### src/rtl/mem_wb_stage.sv
// Memory-access / write-back stage: loads, stores and pass-through results for a 64-bit pipeline.
// Define MEM_TIMEOUT_EN to abandon requests that see no mem_ack within TIMEOUT_CYCLES cycles.
module mem_wb_stage #(
  parameter int unsigned TIMEOUT_CYCLES = 256
) (
  input  logic        clk,
  input  logic        reset,
  input  logic        in_valid,
  output logic        in_ready,
  input  logic [9:0]  in_op,
  input  logic [4:0]  in_rd,
  input  logic [63:0] in_data,
  input  logic [63:0] in_addr,
  output logic        mem_req,
  output logic        mem_we,
  output logic [63:0] mem_addr,
  output logic [63:0] mem_wdata,
  output logic [7:0]  mem_strb,
  input  logic        mem_ack,
  input  logic [63:0] mem_rdata,
  output logic        wb_en,
  output logic [4:0]  wb_rd,
  output logic [63:0] wb_data,
  output logic        misalign,
  output logic        mem_err
);

  typedef enum logic {IDLE = 1'b0, REQ = 1'b1} state_e;

  localparam logic [6:0] OP_LOAD  = 7'h03;
  localparam logic [6:0] OP_STORE = 7'h23;

  state_e      state_q, state_d;
  logic        mem_we_q, mem_we_d;
  logic [63:0] mem_addr_q, mem_addr_d;
  logic [63:0] mem_wdata_q, mem_wdata_d;
  logic [7:0]  mem_strb_q, mem_strb_d;
  logic [2:0]  off_q, off_d;
  logic [2:0]  f3_q, f3_d;
  logic [4:0]  rd_q, rd_d;
  logic        wb_en_q, wb_en_d;
  logic [4:0]  wb_rd_q, wb_rd_d;
  logic [63:0] wb_data_q, wb_data_d;
  logic        misalign_q, misalign_d;
  logic        mem_err_q, mem_err_d;

  logic [6:0]  opcode;
  logic [2:0]  funct3;
  logic        is_load, is_store, aligned, legal, accept, timeout;
  logic [7:0]  strb_base;
  logic [63:0] lane, load_val;

  assign opcode   = in_op[6:0];
  assign funct3   = in_op[9:7];
  assign is_load  = (opcode == OP_LOAD);
  assign is_store = (opcode == OP_STORE);
  assign in_ready = (state_q == IDLE) && !reset;
  assign accept   = in_valid && in_ready;
  assign legal    = is_load ? (funct3 != 3'd7) : !funct3[2];

  // funct3[1:0] encodes the access size for both loads and stores
  always_comb begin
    aligned   = 1'b1;
    strb_base = 8'h01;
    case (funct3[1:0])
      2'd0: begin aligned = 1'b1;                strb_base = 8'h01; end
      2'd1: begin aligned = !in_addr[0];         strb_base = 8'h03; end
      2'd2: begin aligned = (in_addr[1:0] == 2'd0); strb_base = 8'h0F; end
      default: begin aligned = (in_addr[2:0] == 3'd0); strb_base = 8'hFF; end
    endcase
  end

  always_comb begin
    lane = mem_rdata >> {off_q, 3'b000};
    case (f3_q)
      3'd0:    load_val = {{56{lane[7]}}, lane[7:0]};
      3'd1:    load_val = {{48{lane[15]}}, lane[15:0]};
      3'd2:    load_val = {{32{lane[31]}}, lane[31:0]};
      3'd4:    load_val = {56'd0, lane[7:0]};
      3'd5:    load_val = {48'd0, lane[15:0]};
      3'd6:    load_val = {32'd0, lane[31:0]};
      default: load_val = lane;
    endcase
  end

`ifdef MEM_TIMEOUT_EN
  localparam int unsigned CNT_W = (TIMEOUT_CYCLES > 1) ? $clog2(TIMEOUT_CYCLES) : 1;
  logic [CNT_W-1:0] cnt_q, cnt_d;

  // cnt_q is zero on the first REQ cycle; the last allowed cycle is TIMEOUT_CYCLES-1
  assign timeout = (state_q == REQ) && !mem_ack && (cnt_q == CNT_W'(TIMEOUT_CYCLES - 1));

  always_comb begin
    cnt_d = cnt_q;
    if (state_q == IDLE) cnt_d = '0;
    else if (!mem_ack)   cnt_d = cnt_q + 1'b1;
  end

  always_ff @(posedge clk) begin
    if (reset) cnt_q <= '0;
    else       cnt_q <= cnt_d;
  end
`else
  logic unused_timeout_cfg;
  assign timeout            = 1'b0;
  assign unused_timeout_cfg = (TIMEOUT_CYCLES == 0);
`endif

  always_comb begin
    state_d     = state_q;
    mem_we_d    = mem_we_q;
    mem_addr_d  = mem_addr_q;
    mem_wdata_d = mem_wdata_q;
    mem_strb_d  = mem_strb_q;
    off_d       = off_q;
    f3_d        = f3_q;
    rd_d        = rd_q;
    wb_en_d     = 1'b0;
    wb_rd_d     = wb_rd_q;
    wb_data_d   = wb_data_q;
    misalign_d  = 1'b0;
    mem_err_d   = 1'b0;
    case (state_q)
      IDLE: begin
        if (accept) begin
          if (is_load || is_store) begin
            if (legal && aligned) begin
              state_d     = REQ;
              mem_we_d    = is_store;
              mem_addr_d  = {in_addr[63:3], 3'b000};
              mem_wdata_d = is_store ? (in_data << {in_addr[2:0], 3'b000}) : 64'd0;
              mem_strb_d  = is_store ? (strb_base << in_addr[2:0]) : 8'h00;
              off_d       = in_addr[2:0];
              f3_d        = funct3;
              rd_d        = in_rd;
            end else begin
              misalign_d = 1'b1;
            end
          end else if (in_rd != 5'd0) begin
            wb_en_d   = 1'b1;
            wb_rd_d   = in_rd;
            wb_data_d = in_data;
          end
        end
      end
      REQ: begin
        if (mem_ack) begin
          state_d = IDLE;
          if (!mem_we_q && (rd_q != 5'd0)) begin
            wb_en_d   = 1'b1;
            wb_rd_d   = rd_q;
            wb_data_d = load_val;
          end
        end else if (timeout) begin
          state_d   = IDLE;
          mem_err_d = 1'b1;
        end
      end
      default: state_d = IDLE;
    endcase
  end

  always_ff @(posedge clk) begin
    if (reset) begin
      state_q     <= IDLE;
      mem_we_q    <= 1'b0;
      mem_addr_q  <= 64'd0;
      mem_wdata_q <= 64'd0;
      mem_strb_q  <= 8'h00;
      off_q       <= 3'd0;
      f3_q        <= 3'd0;
      rd_q        <= 5'd0;
      wb_en_q     <= 1'b0;
      wb_rd_q     <= 5'd0;
      wb_data_q   <= 64'd0;
      misalign_q  <= 1'b0;
      mem_err_q   <= 1'b0;
    end else begin
      state_q     <= state_d;
      mem_we_q    <= mem_we_d;
      mem_addr_q  <= mem_addr_d;
      mem_wdata_q <= mem_wdata_d;
      mem_strb_q  <= mem_strb_d;
      off_q       <= off_d;
      f3_q        <= f3_d;
      rd_q        <= rd_d;
      wb_en_q     <= wb_en_d;
      wb_rd_q     <= wb_rd_d;
      wb_data_q   <= wb_data_d;
      misalign_q  <= misalign_d;
      mem_err_q   <= mem_err_d;
    end
  end

  assign mem_req   = (state_q == REQ);
  assign mem_we    = mem_we_q;
  assign mem_addr  = mem_addr_q;
  assign mem_wdata = mem_wdata_q;
  assign mem_strb  = mem_strb_q;
  assign wb_en     = wb_en_q;
  assign wb_rd     = wb_rd_q;
  assign wb_data   = wb_data_q;
  assign misalign  = misalign_q;
  assign mem_err   = mem_err_q;

endmodule

### config.mk
export PLATFORM = sky130hd
export DESIGN_NAME = mem_wb_stage
export DESIGN_NICKNAME = d
export VERILOG_FILES = /design/src/rtl/mem_wb_stage.sv
export SDC_FILE = /design/constraint.sdc
export NUM_CORES = 1
export LEC_CHECK = 0
export BUFFER_PORTS_ARGS = -buffer_cell sky130_fd_sc_hd__buf_4
export CORE_AREA = 3 3 161 163
export DETAILED_ROUTE_END_ITERATION = 16
export DIE_AREA = 0 0 164 166
export HOLD_SLACK_MARGIN = 0.08
export PLACE_DENSITY = 0.79
export SYNTH_ARGS = -nofsm -noshare
export SYNTH_HDL_FRONTEND = slang
export SYNTH_SLANG_ARGS = --single-unit
### constraint.sdc
create_clock -name clk -period 2.7 [get_ports clk]
set_clock_uncertainty 0.15 [all_clocks]
set_input_delay 0.135 -clock clk [delete_from_list [all_inputs] [get_ports clk]]
set_output_delay 0.135 -clock clk [all_outputs]
set_load 0.02 [all_outputs]
# Yosys cells after proc, flatten, opt, wreduce, memory -nomap -nowiden
# Cells that the tools add are included.
[op_classes]
n_eq_ne = 15
shifts = 3
mux = 30
bitwise_logic = 3
n_reduce_logical = 18
[ops]
columns = ["operator", "count"]
rows = [
  ["two-way mux 64 bit", 6],
  ["one-hot mux 64 bit (6 select lines)", 1],
  ["one-hot mux 64 bit (2 select lines)", 1],
  ["<< shifter 64 x 6 -> 64 bit", 1],
  ["right shift 64 x 6 -> 64 bit", 1],
  ["two-way mux 5 bit", 5],
  ["one-hot mux 8 bit (3 select lines)", 1],
  ["two-way mux 1 bit", 11],
  ["one-hot mux 5 bit (2 select lines)", 1],
  ["nonzero test 5 bit", 2],
  ["== test 3 bit, second input constant", 3],
  ["two-way mux 8 bit", 1],
  ["<< shifter 8 x 3 -> 8 bit", 1],
  ["== test 7 x 2 -> 1 bit, second input constant", 1],
  ["== test 7 x 6 -> 1 bit, second input constant", 1],
  ["logical NOT 3 bit", 2],
  ["!= test 2 bit, second input constant", 3],
  ["AND reduction 5 bit", 1],
  ["logical AND 1 bit", 4],
  ["logical NOT 1 bit", 4],
  ["logical NOT 2 bit", 2],
  ["!= test 2 x 1 -> 1 bit, second input constant", 2],
  ["one-hot mux 1 bit (2 select lines)", 2],
  ["AND reduction 4 bit", 1],
  ["other kinds (9)", 11],
]
[word_totals]
regBits = 217
output_inout_bits = 211

# Depth between registers and ports, before layout
[logic_depth]
depth_word = 7
mapped_depth = 8
depth_no_buf = 5

# Least setup slack after synthesis
# OpenSTA, ideal clock, no wires.
[synth_timing]
path_kind = "register to register"
from = "reg state_q, in the netlist mem_req"
to = "reg wb_data_q[45], in the netlist wb_data[45]"
setup_time_ns = 0.101
arrival_ns = 2.246
required_ns = 2.449
slack_ns = 0.203
stages_incl_launch_ff = 8
period_less_slack_ns = 2.497
cell_sequence = "dfxtp_1 buf_2 nor2_1 nand2_1 o31ai_2 clkbuf_1 nor2_1 a2111oi_4"
[synth_via]
elab_chain_cells = 5
elab_cells_between_ends = 10
classes_between = "eq/ne (5); mux (1); bitwise (1); reduce/logical (3)"
[synth_lines]
columns = ["element", "line", "text"]
rows = [
  ["start: declaration", "33", "state_e state_q, state_d;"],
  ["start signal: assignment", "179", "state_q <= state_d;"],
  ["NOT 1 bit (no source line)", "n/a", ""],
  ["logical AND 1 bit", "57", "assign in_ready = (state_q == IDLE) && !reset;"],
  ["via in_ready", "9", "output logic in_ready,"],
  ["logical AND 1 bit", "58", "assign accept = in_valid && in_ready;"],
  ["!= test 2 bit (no source line)", "n/a", ""],
  ["AND reduction 5 bit (no source line)", "n/a", ""],
  ["end signal: assignment", "189", "wb_data_q <= wb_data_d;"],
  ["end: declaration", "43", "logic [63:0] wb_data_q, wb_data_d;"],
]
# The timed path passes the listed nets, and every way through them passes these cells.
# A chain may end at the register's enable or synchronous reset.

# Worst setup path in the final report
[layout_timing]
from = "reg off_q[0]"
to = "reg wb_data_q[56], in the netlist wb_data[56]"
[layout_via]
elab_chain_cells = 5
[layout_lines]
columns = ["element", "line", "text"]
rows = [
  ["start: declaration", "38", "logic [2:0] off_q, off_d;"],
  ["start signal: assignment", "170", "off_q <= 3'd0;"],
  ["start signal: assignment", "184", "off_q <= off_d;"],
  ["right shift 64 x 6 -> 64 bit", "74", "lane = mem_rdata >> {off_q, 3'b000};"],
  ["one-hot mux 64 bit (6 select lines)", "75", "case (f3_q)"],
  ["two-way mux 64 bit", "149", "if (!mem_we_q && (rd_q != 5'd0)) begin"],
  ["two-way mux 64 bit", "147", "if (mem_ack) begin"],
  ["one-hot mux 64 bit (2 select lines)", "123", "case (state_q)"],
]
# Every way passes these cells. The select of a mux whose other input is x is not followed.

==> out/summary.txt <==
=========================================================================================
Global-route wire length before repair                                            80.1 mm
Element type at the critical path end                                           flip-flop
Internal power contribution                                                       6.08 mW
Hold WC Path Type                                                            input port to flip-flop
Max Cap Viol                                                                            0
Cell area after placement                                                       15200 µm²
Fin crit period                                                                   2620 ps
Switching component of the power                                                  2.28 mW
DIE WIDTH                                                                          164 µm
Yosys warns                                                                             0
Starting density of the core                                                        0.474
Final Routed Wirelength                                                           54.7 mm
Pins Over Slew Limit                                                                    0
Initial DRC Count                                                                    2058
Total overflow reported by the global router                                            0
IR drop worst, VDD                                                               0.401 mV
Seq/Total Area, Yosys                                                               0.374
Proportion of layout cells with a drive suffix above 1                              0.328
Area fraction of the dominant cell type after synthesis                             0.374
Comb pwr share                                                                      0.182
Final design instance area without fill                                         17800 µm²
Synthesized area divided by synthesized cell count                               8.44 µm²
CTS tree                                                                            built
Startpoint kind of the worst setup timing path                                  flip-flop
Via count of the first global-routing pass                                          13235
Synth Cell Area                                                                 11600 µm²
Non-filler cells, final                                                              2273
Most used standard cells in the synthesized netlist                          239 x nand2_1, 217 x dfxtp_1, 116 x a21oi_1
Standard-cell row count                                                                57
Worst Reg-to-Reg Cells                                                                  7
Setup repair after global routing missed its margin                                 false
Top area cells in the synthesized netlist                                    dfxtp_1 37%, nand2_1 7.7%, mux2_2 5.7%
Final Hold Viols                                                                        0
Leak                                                                              7.26 nW
Transition time at the pin with the least slew margin                             1100 ps
Leading area contributor after synthesis                                          dfxtp_1
Antenna Violating Nets Remaining                                                        0
WP data required                                                                  2970 ps
Relative slew slack                                                                 0.262
Via-per-instance ratio                                                               6.11
Residual DRC count                                                                      0
Final standard cell utilization of the core                                         0.728
Synthesized instance count                                                           1375
Number of levels in the clock H-tree                                                    1
Clock slew seen by the registers of the worst setup and hold paths                  70 ps
Num ports                                                                             422
Share of the clock period used by the worst path                                    0.970
Clock power frac                                                                    0.420
CP Class                                                                     flip-flop to flip-flop
Number of instances in the placed design                                             2051
Sum of negative setup slack                                                          0 ps
Hold path depth                                                                         4
Crit Path Max Fanout                                                                   19
Run status                                                                   finished clean
Area added between synthesis and finish                                             53.5%
Average wire per standard cell                                                    24.1 µm
Clock buffer count from CTS                                                            25
Distinct cell type count of the synthesized netlist                                    66
Full die area                                                                   27200 µm²
CTS Root Cell                                                                   clkbuf_16
Number of antenna violations at the first check in global routing                       1
Most used standard cell by instance count after synthesis                         nand2_1
Power density relative to cell area                                            470 nW/µm²
Gp weighted congestion                                                               1.05
Synthesized flop and latch total                                                      217
Switching share of power                                                            0.273
Main flop type after synthesis                                                    dfxtp_1
First-pass DRT Iterations                                                               6
Pin count of the biggest net entering global routing                                   97
Estimated wirelength of the detail-placed design                                  38.3 mm
Placeable core region                                                           24500 µm²
GR Util All Layers                                                                  0.381
Worst skew pair latency                                                            540 ps
Highest Clock Rate                                                                382 MHz
Port bufs                                                                             417
Via Count                                                                           13891
CP Data Arrival Time                                                              2890 ps
Proportion of register bits with asynchronous set or reset after synthesis              0
CTS sink cnt                                                                          217
Final setup fails                                                                       0
Relative contribution of sequential cells to total power                            0.398
Nets                                                                                 2140
Post-synth EDFFs                                                                        0
Longest Clk Path Bufs                                                                   3
Vertical die dimension                                                             166 µm
=========================================================================================
## through the flow
stage | worst slack [ps] | power (mW) | hold WS, ps
6_report | 80.9 | 8.37 | 111
5_1_grt | 26.9 | 8.59 | 124
4_1_cts | 27.6 | 8.32 | 81.2
3_5_place_dp | -156 | 4.66 | 188
3_3_place_gp | -124 | 4.65 | 188
2_1_floorplan | 203 | 3.99 | 76.6
## logic make-up (layout without fill, tap and decap cells)
kind of cell	count (synthesis)	count (layout)	share of synthesized area
buffers and inverters	134	701	0.0495
AO/OA/AOI/OAI	447	447	0.280
flip-flops	217	217	0.374
multiplexers	128	128	0.127
AND/OR/NAND/NOR	448	448	0.169
other	1	8	0.000323
## cell usage in the layout, fill, tap and decap left out, drive strengths merged, types with 4 or more instances in the layout
| cell | netlist | routed |
|---|---|---|
| mux4 | 9 | 9 |
| nand2 | 239 | 239 |
| dfxtp | 217 | 217 |
| clkbuf | 91 | 39 |
| nor2 | 117 | 117 |
| a22oi | 26 | 26 |
| o22ai | 5 | 5 |
| inv | 7 | 8 |
| a22o | 18 | 18 |
| a211oi | 33 | 33 |
| a21o | 13 | 13 |
| o32ai | 4 | 4 |
| o21ai | 102 | 102 |
| o211ai | 12 | 12 |
| a311o | 6 | 6 |
| conb | 1 | 4 |
| o211a | 8 | 8 |
| mux2i | 60 | 60 |
| or2 | 10 | 10 |
| a2111oi | 31 | 31 |
| nand2b | 12 | 12 |
| buf | 36 | 480 |
| a32oi | 19 | 19 |
| o21a | 10 | 10 |
| mux2 | 59 | 59 |
| nor2b | 22 | 22 |
| dlygate4sd3 | 0 | 169 |
| nor4 | 13 | 13 |
| o2bb2ai | 23 | 23 |
| diode | 0 | 4 |
| nand3 | 4 | 4 |
| a21oi | 116 | 116 |
| nor3 | 13 | 13 |
## final timing paths
kind,startpoint,slack (ps),endpoint
hold reg to reg,mem_wdata[58],300,mem_wdata[58]
setup / recovery,off_q[0],80,wb_data[56]
hold / removal,in_valid,110,wb_en
setup reg to reg,off_q[0],80,wb_data[56]
## worst max-delay path, cell delays in order (launching register included)
cell and delay, ps:
dfxtp_4 400, mux2i_1 250, mux4_2 340, o41ai_4 90, buf_4 230, a2111oi_1 740, buf_4 220, o21ai_0 70
## metal layers
layer | wire length (µm) | part of all wire | track usage
met2 | 24100 | 0.44 | 0.582
met4 | 3480 | 0.064 | 0.192
met3 | 6500 | 0.12 | 0.101
met1 | 20600 | 0.38 | 0.494
met5 | 0 | 0 | 0
## power groups by stage
stage | Sequential (mW) | Combinational, mW | Clock (mW)
finish | 3.33 | 1.52 | 3.52
global route | 3.34 | 1.58 | 3.67
floorplan | 3.47 | 0.518 | 0
global placement | 3.40 | 1.25 | 0
CTS | 3.33 | 1.46 | 3.53
detailed placement | 3.40 | 1.26 | 0
## layout make-up
type	instances	area (µm²)
multi-input combinational	1027	6770
clock buffer	37	741
antenna	4	10.0
clock inverter	6	97.6
inverter	7	26.3
tap	324	405
sequential	217	4350
fill	1808	6660
timing repair buffer	651	5410
## flip-flops by register name (all words and copies together), names as in the netlist
name,count
mem_wdata,64
wb_data,64
mem_addr,61
mem_strb,8
rd_q,5
wb_rd,5
f3_q,3
off_q,3
mem_req,1
mem_we,1
misalign,1
wb_en,1
## timing repair
item | CTS | global route
setup buffers | 4 | 0
pin swaps | 1 | 0
hold endpoints to repair | 211 | 0
hold buffers | 169 | 0
endpoints found under the setup margin | 12 | 6
gates cloned | 0 | 2
gates resized for setup | 1 | 6
Power figures use the tool's default switching activity.
